`src/rtl/muldiv_seq_if.sv`:
```
// Execute-stage handshake between the pipeline and the iterative RV32M multiply/divide sequencer.
// The master side is the pipeline/hazard logic; the slave side is muldiv_seq.
interface muldiv_seq_if #(parameter int DATA_WIDTH = 32);
  logic                  start_e;
  logic [2:0]            funct3_e;
  logic [DATA_WIDTH-1:0] src_a_e;
  logic [DATA_WIDTH-1:0] src_b_e;
  logic [4:0]            rd_e;
  logic                  flush_e;
  logic                  stall_o;
  logic                  done_o;
  logic [DATA_WIDTH-1:0] result_o;
  logic [4:0]            rd_o;

  modport master (
    output start_e, funct3_e, src_a_e, src_b_e, rd_e, flush_e,
    input  stall_o, done_o, result_o, rd_o
  );

  modport slave (
    input  start_e, funct3_e, src_a_e, src_b_e, rd_e, flush_e,
    output stall_o, done_o, result_o, rd_o
  );
endinterface

```
`src/rtl/muldiv_seq.sv`:
```
// Iterative RV32M sequencer: shift-add multiply / restoring divide, one bit per cycle.
// Optional MULDIV_EARLY_OUT_EN: multiply finishes once the remaining multiplier bits are zero.
module muldiv_seq #(
  parameter int DATA_WIDTH = 32,
  parameter int CNT_WIDTH  = 6
) (
  input logic         clk,
  input logic         rst_n,
  muldiv_seq_if.slave bus
);
  localparam int W = DATA_WIDTH;

  typedef enum logic [1:0] {IDLE, MUL, DIV, DONE} state_t;

  state_t               state;
  logic [2:0]           op;
  logic                 neg;
  logic [W-1:0]         bop;   // multiplicand or divisor magnitude
  logic [2*W-1:0]       acc;   // {product hi, multiplier/product lo} or {rem, quot}
  logic [CNT_WIDTH-1:0] cnt;

  logic         go, is_div, a_neg, b_neg, neg_start, div0, ovf, early, last;
  logic [W-1:0] a_mag, b_mag, special;
  logic [W:0]   sum, shl, diff;
  logic [2*W-1:0] mul_nxt, div_nxt, acc_fin;

  assign go     = bus.start_e & ~bus.flush_e;
  assign is_div = bus.funct3_e[2];

  // MULHSU treats only rs1 as signed; DIV/REM/MULH treat both as signed.
  assign a_neg = bus.src_a_e[W-1] & (bus.funct3_e == 3'd1 || bus.funct3_e == 3'd2 ||
                                     bus.funct3_e == 3'd4 || bus.funct3_e == 3'd6);
  assign b_neg = bus.src_b_e[W-1] & (bus.funct3_e == 3'd1 || bus.funct3_e == 3'd4 ||
                                     bus.funct3_e == 3'd6);
  assign a_mag = a_neg ? -bus.src_a_e : bus.src_a_e;
  assign b_mag = b_neg ? -bus.src_b_e : bus.src_b_e;
  assign neg_start = (bus.funct3_e == 3'd6) ? a_neg : (a_neg ^ b_neg);

  assign div0 = (bus.src_b_e == '0);
  assign ovf  = is_div & ~bus.funct3_e[0] & (bus.src_a_e == {1'b1, {(W-1){1'b0}}}) &
                (bus.src_b_e == '1);
  assign special = div0 ? (bus.funct3_e[1] ? bus.src_a_e : '1)
                        : (bus.funct3_e[1] ? '0 : {1'b1, {(W-1){1'b0}}});

  always_comb begin
    sum     = {1'b0, acc[2*W-1:W]} + (acc[0] ? {1'b0, bop} : '0);
    mul_nxt = {sum, acc[W-1:1]};
    shl     = {acc[2*W-1:W], acc[W-1]};
    diff    = shl - {1'b0, bop};
    div_nxt = diff[W] ? {shl[W-1:0], acc[W-2:0], 1'b0} : {diff[W-1:0], acc[W-2:0], 1'b1};
  end

`ifdef MULDIV_EARLY_OUT_EN
  // After this step the unconsumed multiplier bits sit in [cnt-2:0] of the low word.
  logic [W-1:0] rem_mask;
  assign rem_mask = (W'(1) << (cnt - 1'b1)) - W'(1);
  assign early    = (state == MUL) && ((mul_nxt[W-1:0] & rem_mask) == '0);
  assign acc_fin  = (state == MUL) ? (early ? (mul_nxt >> (cnt - 1'b1)) : mul_nxt) : div_nxt;
`else
  assign early   = 1'b0;
  assign acc_fin = (state == MUL) ? mul_nxt : div_nxt;
`endif

  assign last = (cnt == CNT_WIDTH'(1)) | early;

  function automatic logic [W-1:0] pick(input logic [2:0] f, input logic n,
                                        input logic [2*W-1:0] v);
    logic [2*W-1:0] p;
    logic [W-1:0]   q;
    p = n ? -v : v;
    q = f[1] ? v[2*W-1:W] : v[W-1:0];
    if (!f[2]) return (f == 3'd0) ? p[W-1:0] : p[2*W-1:W];
    return n ? -q : q;
  endfunction

  assign bus.stall_o = ((state == IDLE) & go) |
                       (((state == MUL) | (state == DIV)) & ~bus.flush_e);

  always_ff @(posedge clk or negedge rst_n) begin
    if (!rst_n) begin
      state        <= IDLE;
      op           <= '0;
      neg          <= 1'b0;
      bop          <= '0;
      acc          <= '0;
      cnt          <= '0;
      bus.done_o   <= 1'b0;
      bus.result_o <= '0;
      bus.rd_o     <= '0;
    end else begin
      bus.done_o <= 1'b0;
      case (state)
        IDLE: if (go) begin
          op       <= bus.funct3_e;
          neg      <= neg_start;
          bus.rd_o <= bus.rd_e;
          cnt      <= CNT_WIDTH'(W);
          bop      <= is_div ? b_mag : a_mag;
          acc      <= {{W{1'b0}}, is_div ? a_mag : b_mag};
          if (is_div & (div0 | ovf)) begin
            bus.result_o <= special;
            bus.done_o   <= 1'b1;
            state        <= DONE;
          end else begin
            state <= is_div ? DIV : MUL;
          end
        end
        MUL, DIV: begin
          if (bus.flush_e) begin
            state <= IDLE;
          end else begin
            acc <= acc_fin;
            cnt <= cnt - 1'b1;
            if (last) begin
              bus.result_o <= pick(op, neg, acc_fin);
              bus.done_o   <= 1'b1;
              state        <= DONE;
            end
          end
        end
        // The instruction retires this cycle; a start seen here is that same instruction.
        default: state <= IDLE;
      endcase
    end
  end
endmodule

```
`src/flat_wrapper.sv`:
```
// flat-port wrapper written by rule: the top's interface ports become plain ports
module muldiv_seq_flat 
#(
  parameter int DATA_WIDTH = 32,
  parameter int CNT_WIDTH  = 6
)
  (clk, rst_n, bus_start_e, bus_funct3_e, bus_src_a_e, bus_src_b_e, bus_rd_e, bus_flush_e, bus_stall_o, bus_done_o, bus_result_o, bus_rd_o);
  muldiv_seq_if #(.DATA_WIDTH(DATA_WIDTH)) bus_i ();
  input logic clk;
  input logic rst_n;
  input wire logic [$bits(bus_i.start_e)-1:0] bus_start_e;
  input wire logic [$bits(bus_i.funct3_e)-1:0] bus_funct3_e;
  input wire logic [$bits(bus_i.src_a_e)-1:0] bus_src_a_e;
  input wire logic [$bits(bus_i.src_b_e)-1:0] bus_src_b_e;
  input wire logic [$bits(bus_i.rd_e)-1:0] bus_rd_e;
  input wire logic [$bits(bus_i.flush_e)-1:0] bus_flush_e;
  output wire logic [$bits(bus_i.stall_o)-1:0] bus_stall_o;
  output wire logic [$bits(bus_i.done_o)-1:0] bus_done_o;
  output wire logic [$bits(bus_i.result_o)-1:0] bus_result_o;
  output wire logic [$bits(bus_i.rd_o)-1:0] bus_rd_o;
  assign bus_i.start_e = bus_start_e;
  assign bus_i.funct3_e = bus_funct3_e;
  assign bus_i.src_a_e = bus_src_a_e;
  assign bus_i.src_b_e = bus_src_b_e;
  assign bus_i.rd_e = bus_rd_e;
  assign bus_i.flush_e = bus_flush_e;
  assign bus_stall_o = bus_i.stall_o;
  assign bus_done_o = bus_i.done_o;
  assign bus_result_o = bus_i.result_o;
  assign bus_rd_o = bus_i.rd_o;
  muldiv_seq #(.DATA_WIDTH(DATA_WIDTH), .CNT_WIDTH(CNT_WIDTH)) u_core (.clk(clk), .rst_n(rst_n), .bus(bus_i));
endmodule
```
`config.mk`:
```
export PLATFORM = sky130hd
export DESIGN_NAME = muldiv_seq_flat
export DESIGN_NICKNAME = d
export VERILOG_FILES = /design/src/rtl/muldiv_seq_if.sv /design/src/rtl/muldiv_seq.sv /design/src/flat_wrapper.sv
export SDC_FILE = /design/constraint.sdc
export NUM_CORES = 1
export LEC_CHECK = 0
export ABC_CLOCK_PERIOD_IN_PS = 7100
export CAP_MARGIN = 20
export CORE_UTILIZATION = 50
export CTS_CLUSTER_DIAMETER = 150
export CTS_CLUSTER_SIZE = 10
export DETAILED_ROUTE_END_ITERATION = 16
export GPL_TIMING_DRIVEN = 0
export PLACE_DENSITY = 0.69
export SYNTH_ARGS = -nofsm -noshare
export SYNTH_HDL_FRONTEND = slang
export SYNTH_SLANG_ARGS = --single-unit
```
`constraint.sdc`:
```
create_clock -name clk -period 7.1 [get_ports clk]
set_input_delay 1.775 -clock clk [delete_from_list [all_inputs] [get_ports clk]]
set_output_delay 1.775 -clock clk [all_outputs]
set_load 0.005 [all_outputs]
```
==> run summary <==
Synth Instances: 2448
Ys async rst share: 1.00
Synth Cell Area: 17800 sq um
Num rows: 68
Initial antenna violation count: 4
Antenna Nets Post-Route: 0
Worst Setup Slack, final: -327 ps
Startpoint types: flop
Worst endpoint required time: 7480 ps
Syn_nets: 2600
Via count: 21700
# IOs: 115
Htree depth: 4
Unique masters post-synth: 96
Reg2reg start: u_core.acc[31]$_DFFE_PN0P_
First-pass GRT wire length: 130 mm
Core ar.: 34800 sq um
Worst Path Arrival: 7810 ps
Final setup vio count: 4
Register area: 3650 sq um
Cell taking the most area after synthesis: dfrtp_1
Die X: 191 um
TritonCTS clock tree: done
Slew headroom: 0.192
Routed length per instance: 29.8 um
1st-iter DRT viols: 3031
Ys Warns: 0
Failing checks: negative setup slack
Worst skew pair latency: 470 ps
Slew Viols, Final: 0
Clk pin slew, worst setup/hold paths: 70 ps
Post-synthesis compound-gate area fraction: 0.320
Synthesized flop and latch total: 146
Post-Synth Simple-Gate Area: 0.234
Status: finished, violations left
Worst Clk Skew: 20.7 ps
Post-DP HPWL: 74.2 mm
Critical path class: flop to flop
GRT Overall Usage: 0.495
Synth top area share: 0.205
WL final: 91.1 mm
DR vias/cell: 7.08
Drc violations: 0
Seq/Total Area, Yosys: 0.205
Synth top area cells: dfrtp_1 21%, a21oi_1 6.3%, nand2_1 5.6%
Largest family of logic cells by synthesized area: compound AO/OA/AOI/OAI gates
Hold Worst Slack: 489 ps
Hold Crit Class: flop to flop
Vias in the first global route: 20300
Gpl congestion: 1.11
Syn_area_per_cell: 7.26 sq um
Multi-input logic area: 13200 sq um
Max Freq: 0.135 GHz
Post-Synth XOR/XNOR Area: 0.0798
Layout cell share with drive strength beyond 1: 0.0623
Clock tree buffer depth: 2
Unrepaired setup endpoints after global routing: true
Clk sinks: 146
Fin. Hold Viols: 0
Post-Synth Adder-Cell Area: 0.0543
Initial Util: 0.511
MaxCap Viol Count: 0
Drt pass-1 iters: 8
Height of the chip: 191 um
Min Tclk post-route: 7430 ps
Crit. End Element: flop
Number of flops mapped to enable cells by yosys: 0
Post-synth top cells: 266 x nand2_1, 254 x nor2_1, 223 x a21oi_1
Pre-CTS setup slack: -1670 ps
Worst-margin pin slew: 1210 ps
Nets: 2741
Die ar.: 36300 sq um
Largest net degree at the start of global routing: 91
Final worst-path cycle share: 1.05
Layout area overhead: 14.1%
Crit path launch: u_core.acc[31]$_DFFE_PN0P_
Post-synthesis mux area share: 0.0528
Hold_sp: u_core.bus.rd_o[4]$_DFFE_PN0P_
Overflow after GRT: 0
Most common cell in the netlist: nand2_1
CTS buffer count: 17
Root buffer cell: clkbuf_16
Fill cells: 3337
Crit-path max FO: 10
Ys flop type: dfrtp_1
Port bufs: 112
==> logic make-up (layout without fill, tap and decap cells) <==
group,after synthesis,in the layout
and+or+nand+nor,876,876
AOI/OAI and AO/OA,860,860
buffers and inverters,243,397
xor gates and xnor gates,162,162
DFF,146,146
muxes,85,85
adders and majority gates,76,76
other,0,2
==> flip-flops by register name (all words and copies together) (netlist names) <==
name                 cells
u_core.acc              64
u_core.bop              32
u_core.bus.result_o     32
u_core.cnt               6
u_core.bus.rd_o          5
u_core.op                3
u_core.state             2
u_core.bus.done_o        1
u_core.neg               1
==> stage by stage <==
stage	utilization	cells	instance area (sq um)	setup TNS, ps
floorplan	-	2448	17800	0
finish	0.583	3059	20300	-520
detailed placement	0.562	3022	19500	-16700
CTS	0.581	3053	20200	0
global route	0.583	3057	20300	-292
global placement	0.560	3015	19500	-287750
==> cell usage in the layout (no fill, tap or decap), drive strengths merged, types with 16 or more instances in the layout <==
master,count
nand2,268
nor2,258
a21oi,227
o21ai,209
dfrtp,146
clkbuf,134
clkdlybuf4s50,111
inv,90
xnor2,87
xor2,75
ha,74
nor3,68
and2,55
mux2i,53
buf,50
a211oi,46
nand3,45
nand4,41
a31oi,38
o211ai,38
a21o,35
o31ai,35
nand2b,28
mux2,28
o21a,27
and3,22
or3,20
nor4,17
nor2b,16
a22o,16
o41ai,16
==> path summary, 6_finish.rpt <==
kind	to	slack [ps]	cells after the start
max in group asynchronous	u_core.acc[31]$_DFFE_PN0P_	4890	2
worst max register to register	u_core.bus.result_o[27]$_DFFE_PN0P_	-330	19
min in group asynchronous	u_core.acc[51]$_DFFE_PN0P_	1270	1
worst min-delay path	u_core.bus.rd_o[4]$_DFFE_PN0P_	490	2
worst min register to register	u_core.bus.rd_o[4]$_DFFE_PN0P_	490	2
worst max-delay path	u_core.bus.result_o[27]$_DFFE_PN0P_	-330	19
==> routing by layer <==
layer  vias to the layer above  GRT usage  part of all wire
li1                       9315          -                 -
met1                     10200      0.608              0.37
met2                      1726      0.730              0.41
met3                       414      0.165              0.14
met4                         0      0.343             0.083
met5                         -          0                 0
==> worst max-delay path: stages, from the launching register on <==
cell and delay [ps]:
dfrtp_2 540, inv_1 160, ha_1 260, fa_1 420
nand2b_1 220, a21oi_4 220, o21ai_2 160, a2111o_1 550
buf_4 210, nand3_2 240, clkbuf_1 590, a21oi_1 180
o41ai_1 610, nor3b_2 580, nand4_1 540, nor3_1 670
mux2_2 410, a211oi_1 510, a211oi_1 110, a21oi_1 160
==> area by class of cell <==
type,instances,share of cell area
antenna,2,0.000247
inverter,86,0.0159
timing repair buffer,125,0.0609
buffer,154,0.0313
multi-input combinational,2059,0.653
sequential,146,0.180
clock inverter,15,0.00993
tap,455,0.0281
clock buffer,17,0.0210
==> timing repair <==
action	4_1_cts	5_1_grt
buffers inserted	2	4
hold buffers	0	0
pin swaps	2	3
endpoints found under the setup margin	21	12
gates resized for setup	12	14
Power is not shown: default switching activity piles up to over one toggle a cycle in this logic, so the estimate is an artifact.
